--- config.mk ---
export PLATFORM = sky130hd
export DESIGN_NAME = mem_access_stage
export DESIGN_NICKNAME = d
export VERILOG_FILES = /design/src/rtl/mem_access_stage.sv
export SDC_FILE = /design/constraint.sdc
export NUM_CORES = 1
export LEC_CHECK = 0
export CAP_MARGIN = 30
export CORE_MARGIN = 2
export CORE_UTILIZATION = 44
export CTS_CLUSTER_SIZE = 14
export DETAILED_ROUTE_END_ITERATION = 10
export PLACE_DENSITY = 0.92
export SLEW_MARGIN = 20
export SYNTH_ARGS = -nofsm -noshare
export SYNTH_HDL_FRONTEND = slang
export SYNTH_SLANG_ARGS = --single-unit
--- constraint.sdc ---
create_clock -name CLK -period 2.8 [get_ports CLK]
set_clock_uncertainty 0.2 [all_clocks]
set_input_delay 0.56 -clock CLK [delete_from_list [all_inputs] [get_ports CLK]]
set_output_delay 0.56 -clock CLK [all_outputs]
set_load 0.01 [all_outputs]
--- src/rtl/mem_access_stage.sv ---
// mem_access_stage
//   Data-memory access stage of the RV32IM core, sitting between EX/MEM and
//   Mem_ExPipeline. Issues byte/half/word loads and stores over a
//   ready-handshaked port, aligns and extends load data, stalls upstream
//   while an access is outstanding, and flags misaligned/illegal accesses
//   and memory timeouts.
// Ports:
//   CLK, Reset (async, active-low)
//   EX/MEM side : In_Valid, Memory_read, Memory_write, Funct3, ALU_Output,
//                 Store_Data, Write_enable, Write_Address, Stall
//   Memory port : Mem_Req, Mem_WE, Mem_Addr, Mem_Wdata, Mem_Wstrb,
//                 Mem_Ready, Mem_Rdata
//   To MEM/WB   : Write_Enable_Out, Memory_access_Out, Memory_Data_Out,
//                 ALU_Output_Out, Write_Address_out
//   Flags       : Misaligned_Fault, Bus_Error
module mem_access_stage #(
   parameter int unsigned TIMEOUT_CYCLES = 16,
   parameter int unsigned CNT_W          = 5
) (
   input  logic        CLK,
   input  logic        Reset,
   input  logic        In_Valid,
   input  logic        Memory_read,
   input  logic        Memory_write,
   input  logic [2:0]  Funct3,
   input  logic [31:0] ALU_Output,
   input  logic [31:0] Store_Data,
   input  logic        Write_enable,
   input  logic [4:0]  Write_Address,
   output logic        Stall,
   output logic        Mem_Req,
   output logic        Mem_WE,
   output logic [31:0] Mem_Addr,
   output logic [31:0] Mem_Wdata,
   output logic [3:0]  Mem_Wstrb,
   input  logic        Mem_Ready,
   input  logic [31:0] Mem_Rdata,
   output logic        Write_Enable_Out,
   output logic        Memory_access_Out,
   output logic [31:0] Memory_Data_Out,
   output logic [31:0] ALU_Output_Out,
   output logic [4:0]  Write_Address_out,
   output logic        Misaligned_Fault,
   output logic        Bus_Error
);

   typedef enum logic [1:0] {
      S_IDLE = 2'd0,
      S_WAIT = 2'd1,
      S_DONE = 2'd2
   } state_t;

   localparam logic [CNT_W-1:0] TIMER_LAST = CNT_W'(TIMEOUT_CYCLES - 1);

   state_t            state_q;
   logic [31:0]       addr_q;
   logic [31:0]       sdata_q;
   logic [2:0]        funct3_q;
   logic              we_q;
   logic [4:0]        wa_q;
   logic              load_q;
   logic              err_q;
   logic [CNT_W-1:0]  timer_q;
   logic [31:0]       rdata_q;

   logic              mem_op;
   logic              is_store;
   logic              illegal;
   logic [7:0]        ld_byte;
   logic [15:0]       ld_half;
   logic [31:0]       ld_ext;

   // A request with both read and write set is a load.
   assign mem_op   = In_Valid & (Memory_read | Memory_write);
   assign is_store = Memory_write & ~Memory_read;

   always_comb begin
      illegal = 1'b0;
      unique case (Funct3)
         3'b000:  illegal = 1'b0;
         3'b001:  illegal = ALU_Output[0];
         3'b010:  illegal = (ALU_Output[1:0] != 2'b00);
         3'b100:  illegal = is_store;
         3'b101:  illegal = is_store | ALU_Output[0];
         default: illegal = 1'b1;
      endcase
   end

   always_ff @(posedge CLK or negedge Reset) begin
      if (!Reset) begin
         state_q  <= S_IDLE;
         addr_q   <= '0;
         sdata_q  <= '0;
         funct3_q <= '0;
         we_q     <= 1'b0;
         wa_q     <= '0;
         load_q   <= 1'b0;
         err_q    <= 1'b0;
         timer_q  <= '0;
         rdata_q  <= '0;
      end else begin
         unique case (state_q)
            S_IDLE: begin
               if (mem_op && !illegal) begin
                  addr_q   <= ALU_Output;
                  sdata_q  <= Store_Data;
                  funct3_q <= Funct3;
                  we_q     <= Write_enable;
                  wa_q     <= Write_Address;
                  load_q   <= Memory_read;
                  err_q    <= 1'b0;
                  timer_q  <= '0;
                  state_q  <= S_WAIT;
               end
            end
            S_WAIT: begin
               if (Mem_Ready) begin
                  rdata_q <= Mem_Rdata;
                  state_q <= S_DONE;
               end else if (timer_q == TIMER_LAST) begin
                  err_q   <= 1'b1;
                  state_q <= S_DONE;
               end else begin
                  timer_q <= timer_q + 1'b1;
               end
            end
            S_DONE:  state_q <= S_IDLE;
            default: state_q <= S_IDLE;
         endcase
      end
   end

   // Load alignment and extension from the captured read word.
   always_comb begin
      ld_byte = 8'(rdata_q >> {addr_q[1:0], 3'b000});
      ld_half = addr_q[1] ? rdata_q[31:16] : rdata_q[15:0];
      unique case (funct3_q)
         3'b000:  ld_ext = {{24{ld_byte[7]}}, ld_byte};
         3'b100:  ld_ext = {24'd0, ld_byte};
         3'b001:  ld_ext = {{16{ld_half[15]}}, ld_half};
         3'b101:  ld_ext = {16'd0, ld_half};
         default: ld_ext = rdata_q;
      endcase
   end

   // Store lane encoding, held stable from captured regs through WAIT.
   always_comb begin
      Mem_Addr = {addr_q[31:2], 2'b00};
      unique case (funct3_q[1:0])
         2'b00: begin
            Mem_Wstrb = 4'b0001 << addr_q[1:0];
            Mem_Wdata = {4{sdata_q[7:0]}};
         end
         2'b01: begin
            Mem_Wstrb = 4'b0011 << {addr_q[1], 1'b0};
            Mem_Wdata = {2{sdata_q[15:0]}};
         end
         default: begin
            Mem_Wstrb = 4'b1111;
            Mem_Wdata = sdata_q;
         end
      endcase
      if (state_q != S_WAIT || load_q) Mem_Wstrb = 4'b0000;
   end

   always_comb begin
      Stall             = 1'b0;
      Mem_Req           = 1'b0;
      Mem_WE            = 1'b0;
      Write_Enable_Out  = 1'b0;
      Memory_access_Out = 1'b0;
      Memory_Data_Out   = '0;
      ALU_Output_Out    = addr_q;
      Write_Address_out = wa_q;
      Misaligned_Fault  = 1'b0;
      Bus_Error         = 1'b0;
      unique case (state_q)
         S_IDLE: begin
            ALU_Output_Out    = ALU_Output;
            Write_Address_out = Write_Address;
            if (!mem_op) begin
               Write_Enable_Out = Write_enable & In_Valid;
            end else if (illegal) begin
               Misaligned_Fault = 1'b1;
            end else begin
               // Gated by reset so Stall drops as soon as reset asserts.
               Stall = Reset;
            end
         end
         S_WAIT: begin
            Stall   = 1'b1;
            Mem_Req = 1'b1;
            Mem_WE  = ~load_q;
         end
         S_DONE: begin
            Write_Enable_Out  = we_q & ~err_q;
            Memory_access_Out = load_q & ~err_q;
            Memory_Data_Out   = (load_q & ~err_q) ? ld_ext : '0;
            Bus_Error         = err_q;
         end
         default: ;
      endcase
   end

endmodule

* Word-level counts from Yosys, hierarchy flattened
Index checks and enable logic that the tools add are counted.
** Word-level totals
- Output and inout port bits :: 144
- Bits of input ports :: 111
- Flip-flop bits (word level) :: 114
** Cells by class
- Reductions and logical operators :: 14
- $add $sub $neg :: 1
- Bitwise gates (word level) :: 10
- Multiplexer cells :: 34
- Equal/unequal tests :: 17
- Shift operators :: 3
** Operator list (number)
- $pmux 32 s4 :: 1
- $mux 32 :: 3
- $pmux 32 s2 :: 1
- $shr 32x5->8 :: 1
- $mux 5 :: 4
- $mux 16 :: 1
- $mux 1 :: 13
- $eq 3x3->1 const B :: 4
- $pmux 5 s2 :: 1
- $ne 2x2->1 const B :: 4
- $pmux 4 s2 :: 1
- $reduce_and 4->1 :: 2
- $eq 3x1->1 const B :: 2
- $logic_not 3->1 :: 2
- $mux 2 :: 3
- $pmux 1 s2 :: 3
- $reduce_and 2->1 :: 3
- $add 5x1->5 const B :: 1
- $and 1x1->1 :: 5
- $eq 5x4->1 const B :: 1
- $pmux 1 s5 :: 1
- $eq 2x1->1 const B :: 2
- $logic_not 2->1 :: 2
- $mux 4 :: 1
- other kinds (13) :: 17

* Longest topological paths before layout
- Depth in word-level cells :: 8
- Depth in mapped cells :: 8
- Mapped depth without buffers :: 7

* Worst setup path before layout
OpenSTA, ideal clock, no wires.
- Path type :: register -> output
- From :: reg funct3_q[0]
- To :: out Memory_Data_Out[21]
- Path buffers :: 2
- Stages on the path, launching flop included :: 7
- Data arrival time :: 1.669 ns
- Setup slack :: 0.371 ns
- Cells stage by stage :: dfrtp_1 -> clkbuf_1 -> nor3b_1 -> a22oi_2 -> a2111oi_4 -> buf_6 -> a21o_1
** On the way
- Word-level cells in the longest chain between the ends :: 4
- Elaborated cells between the ends (all ways) :: 7
- Those cells by class :: eq/ne: 3; mux: 3; reduce/logical: 1
** RTL lines
- start, declared :: line 58 : logic [2:0] funct3_q;
- start signal, assigned :: line 107 : funct3_q <= Funct3;
- $eq 3x3->1 (tied with other cells) :: line 137 : unique case (funct3_q)
- $pmux 32 s4 (*) :: line 137
- $mux 32 (*) :: line 198 : Memory_Data_Out = (load_q & ~err_q) ? ld_ext : '0;
- $mux 32 (*) :: line 177 : unique case (state_q)
- end, declared :: line 40 : output logic [31:0] Memory_Data_Out,
Mark *: on every way between the ends. The rest lies on a longest branch, timed or not.

* Worst setup path in the final report
- From :: reg addr_q[1]
- To :: out Memory_Data_Out[22]
** On the way
- Word-level cells in the longest chain between the ends :: 4
- Elaborated cells between the ends (all ways) :: 5
- Those cells by class :: shift: 1; mux: 4
** RTL lines
- start, declared :: line 56 : logic [31:0] addr_q;
- start signal, assigned :: line 105 : addr_q <= ALU_Output;
- $shr 32x5->8 / $mux 16 (equally long branches) :: line 135, 136
- $pmux 32 s4 (*) :: line 137
- $mux 32 (*) :: line 198
- $mux 32 (*) :: line 177
Marks and branches as above.

==> reports/metrics.cfg <==
[floorplanning]
dieArea_um2=15200
start_util_pct=45.0
rows=43
die_h_um=123
ios=255
fp.dieW_um=123
core_um2=13900

[detailed_routing]
drc=0
num_vias=5441
vias_per_cell=5.44
route.antenna.remaining_nets=0
drtIter0Drc=277
wire_per_inst_um=19.9
drt-total-wl_mm=19.9
first_pass_iters=5

[timing]
setup_viol=24
timing.fmax_mhz=329
fin_ws_ns=-0.243
post-route-period-util_pct=109
max-slew-margin-rel_pct=57.9
timing.hold.ws_ns=0.0537
hold_viol_final=0
fin_crit_ns=3.04
drv_slew=0
worst_slew_pin_slew_ns=0.632
rsz0062_at_grt=true

[yosys]
ys_ff_latch=114
async_reset_ff_share_pct=100
ys.flop_type=dfrtp_1
yosys_warnings=0
synth_area_leaders=dfrtp_1 (46%), mux2_2 (28%), buf_4 (5.2%)
netlist_area_um2=6250
synth_edf_count=0
synth_top_area_share_pct=45.6
synth.distinct_cells=41
netlist.top_cell.by_area=dfrtp_1
yosysSeqAreaShare_pct=45.6
postSynthCellCount=538
avgSynthCellArea_um2=11.6

[finish]
area_growth_pct=59.8
diodes=0
layout_commonest_cell=mux2_2
finalNonFillerCells=1001
fillers=964
layout.nets=921
mostFrequentLayoutCells=mux2_2 (152), clkdlybuf4s50_1 (146), dfrtp_1 (111)
drive_gt1_share_pct=41.9

[pwr]
p_sw_share_pct=32.9
ir_drop_mv=0.499
p_seq_share_pct=31.2
p_int_uw=5840
pwr-share-clk_pct=27.6
power.leakage_uw=0.00465
p_total_uw=8710
power_switching_uw=2870
pwr-share-comb_pct=41.1
p_per_area_nw_per_um2=872

[global_route]
antenna_found_initial=0
grt_start_max_net_pins=115
overflow=0
grt_pass1_vias=5453
groute.usage.overall_pct=25.7
grt_pass1_wl_mm=29.3

[critical_path]
criticalPathCategory=flop to output port
cp_common_cell=buf_6
slowest_stage=dfrtp_2
r2r-end=sdata_q[12]
r2r_slack_ns=0.25
crit_required_ns=2.04
crit_chain=mux2_4 > a22oi_2 > a2111oi_4 > buf_4 > clkbuf_16 > buf_6 > a21o_1 > buf_6
crit_buf_inv=4
worstReg2RegStart=state_q[0]
crit_fanout=6
start_kind=flop
reg2regPathDepth=9
crit_path_max_incr_delay_ns=0.44
timing.critical_path.to_type=output port
crit_family=buffers and inverters
critPathArrivalTime_ns=2.28

[run]
drv_cap=0

[clocking]
hold_buffers=0
cts_tree=done
clockRootBuffer=clkbuf_16
cts_buffer_depth=2
cts_num_sinks=114
path_clk_slew_ns=0.05
cts_made_buffers=17
htreeDepth=4
clock_latency_ns=0.42

[placement]
io_buffers=252
dp_cells=933
dpl.hpwl_mm=12.8
post-place-ws_ns=-0.289
gp_congestion=0.848

[hold_path]
min_path_type=input pin to asynchronous set/reset pin

[run_status]
status=finished, violations left
violations=setup timing

power by group through the flow:
stage	sequential (uW)	clock [uW]	combinational (uW)
floorplan	2540	0	1960
global placement	2670	0	3170
detailed placement	2710	0	3250
CTS	2710	2450	3350
global route	2800	2530	3820
finish	2720	2410	3580
flip-flops by register name (all words and copies together), names as in the netlist:
name and cells:
addr_q 32, rdata_q 32, sdata_q 32, timer_q 5, wa_q 5, funct3_q 3
state_q 2, err_q 1, load_q 1, we_q 1
routing by layer:
layer  routed length [um]  vias to the layer above  GRT usage (%)
met4                  788                        0           12.6
met3                 1620                       66           6.55
met2                 9830                      286           41.9
met1                 7680                     2663           31.7
li1                     -                     2426              -
met5                    0                        -              0
final cells by class:
class / count / area, um^2 / share of cell area, %
clock inverter: 13 / 208 / 2.08
inverter: 23 / 93.8 / 0.939
sequential: 114 / 2860 / 28.6
tap: 180 / 225 / 2.25
timing repair buffer: 321 / 3080 / 30.8
multi-input combinational: 331 / 3070 / 30.8
clock buffer: 19 / 453 / 4.53
how the worst max path moves through the flow:
| stage | start | endpoint | slack, ns | depth (start not counted) |
|---|---|---|---|---|
| 2_1_floorplan | funct3_q[0] | Memory_Data_Out[21] | 0.37 | 6 |
| 3_3_place_gp | Funct3[0] | Stall | -0.29 | 7 |
| 3_5_place_dp | Funct3[0] | Stall | -0.29 | 7 |
| 4_1_cts | addr_q[1] | Memory_Data_Out[22] | -0.26 | 7 |
| 5_1_grt | funct3_q[0] | Memory_Data_Out[22] | -0.29 | 8 |
| 6_report | addr_q[1] | Memory_Data_Out[22] | -0.24 | 8 |
worst register-to-register path, stage by stage, from the launching register on:
cell and delay, ns:
dfrtp_1 0.39, buf_6 0.14, nor2_4 0.14, buf_6 0.12
buf_4 0.09, o211ai_1 0.13, nor3_4 0.16, buf_4 0.25
buf_12 0.33, mux2_2 0.47
cells in the mapped netlist, types with 2 or more instances:
| cell | number |
|---|---|
| nand2_1 | 31 |
| o21ai_0 | 22 |
| clkbuf_1 | 9 |
| nand2b_1 | 3 |
| nor3_1 | 4 |
| mux2_2 | 153 |
| buf_4 | 43 |
| or3_1 | 2 |
| inv_1 | 23 |
| buf_2 | 13 |
| nor3b_1 | 2 |
| nor2_1 | 25 |
| a2111oi_0 | 7 |
| or2_2 | 2 |
| nand3_1 | 2 |
| a221oi_1 | 9 |
| mux2_1 | 7 |
| o21a_1 | 2 |
| ha_1 | 2 |
| a21o_1 | 17 |
| a211oi_1 | 6 |
| buf_1 | 5 |
| mux2i_1 | 9 |
| dfrtp_1 | 114 |
| a21oi_1 | 8 |
| a31oi_1 | 2 |
| nor2b_1 | 2 |
per-stage QoR:
stage / TNS, ns / instance area [um^2] / utilization (%)
final: -2.51 / 9990 / 72.0
after global routing: -4.30 / 9990 / 72.0
after CTS: -3.07 / 9730 / 70.1
after detailed placement: -11.92 / 8860 / 63.8
after global placement: -9.65 / 8860 / 63.8
after floorplan: 0 / 6250 / -
what timing repair did:
action | 4_1_cts | 5_1_grt
setup endpoints to repair | 91 | 78
cloned | 3 | 1
buffers inserted | 25 | 12
resized for setup | 268 | 106
pin swaps | 9 | 10
cells by family (layout without fill, tap and decap cells):
family	count (synthesis)	after routing	synth area share (%)
adders and majority gates	2	2	0.400
muxes	170	170	30.6
buffers and inverters	94	376	8.61
AOI/OAI and AO/OA	79	79	9.01
DFF	114	114	45.6
and+or+nand+nor	78	78	5.65
other	1	2	0.0600
No activity file was read; power rests on OpenSTA's default activity.
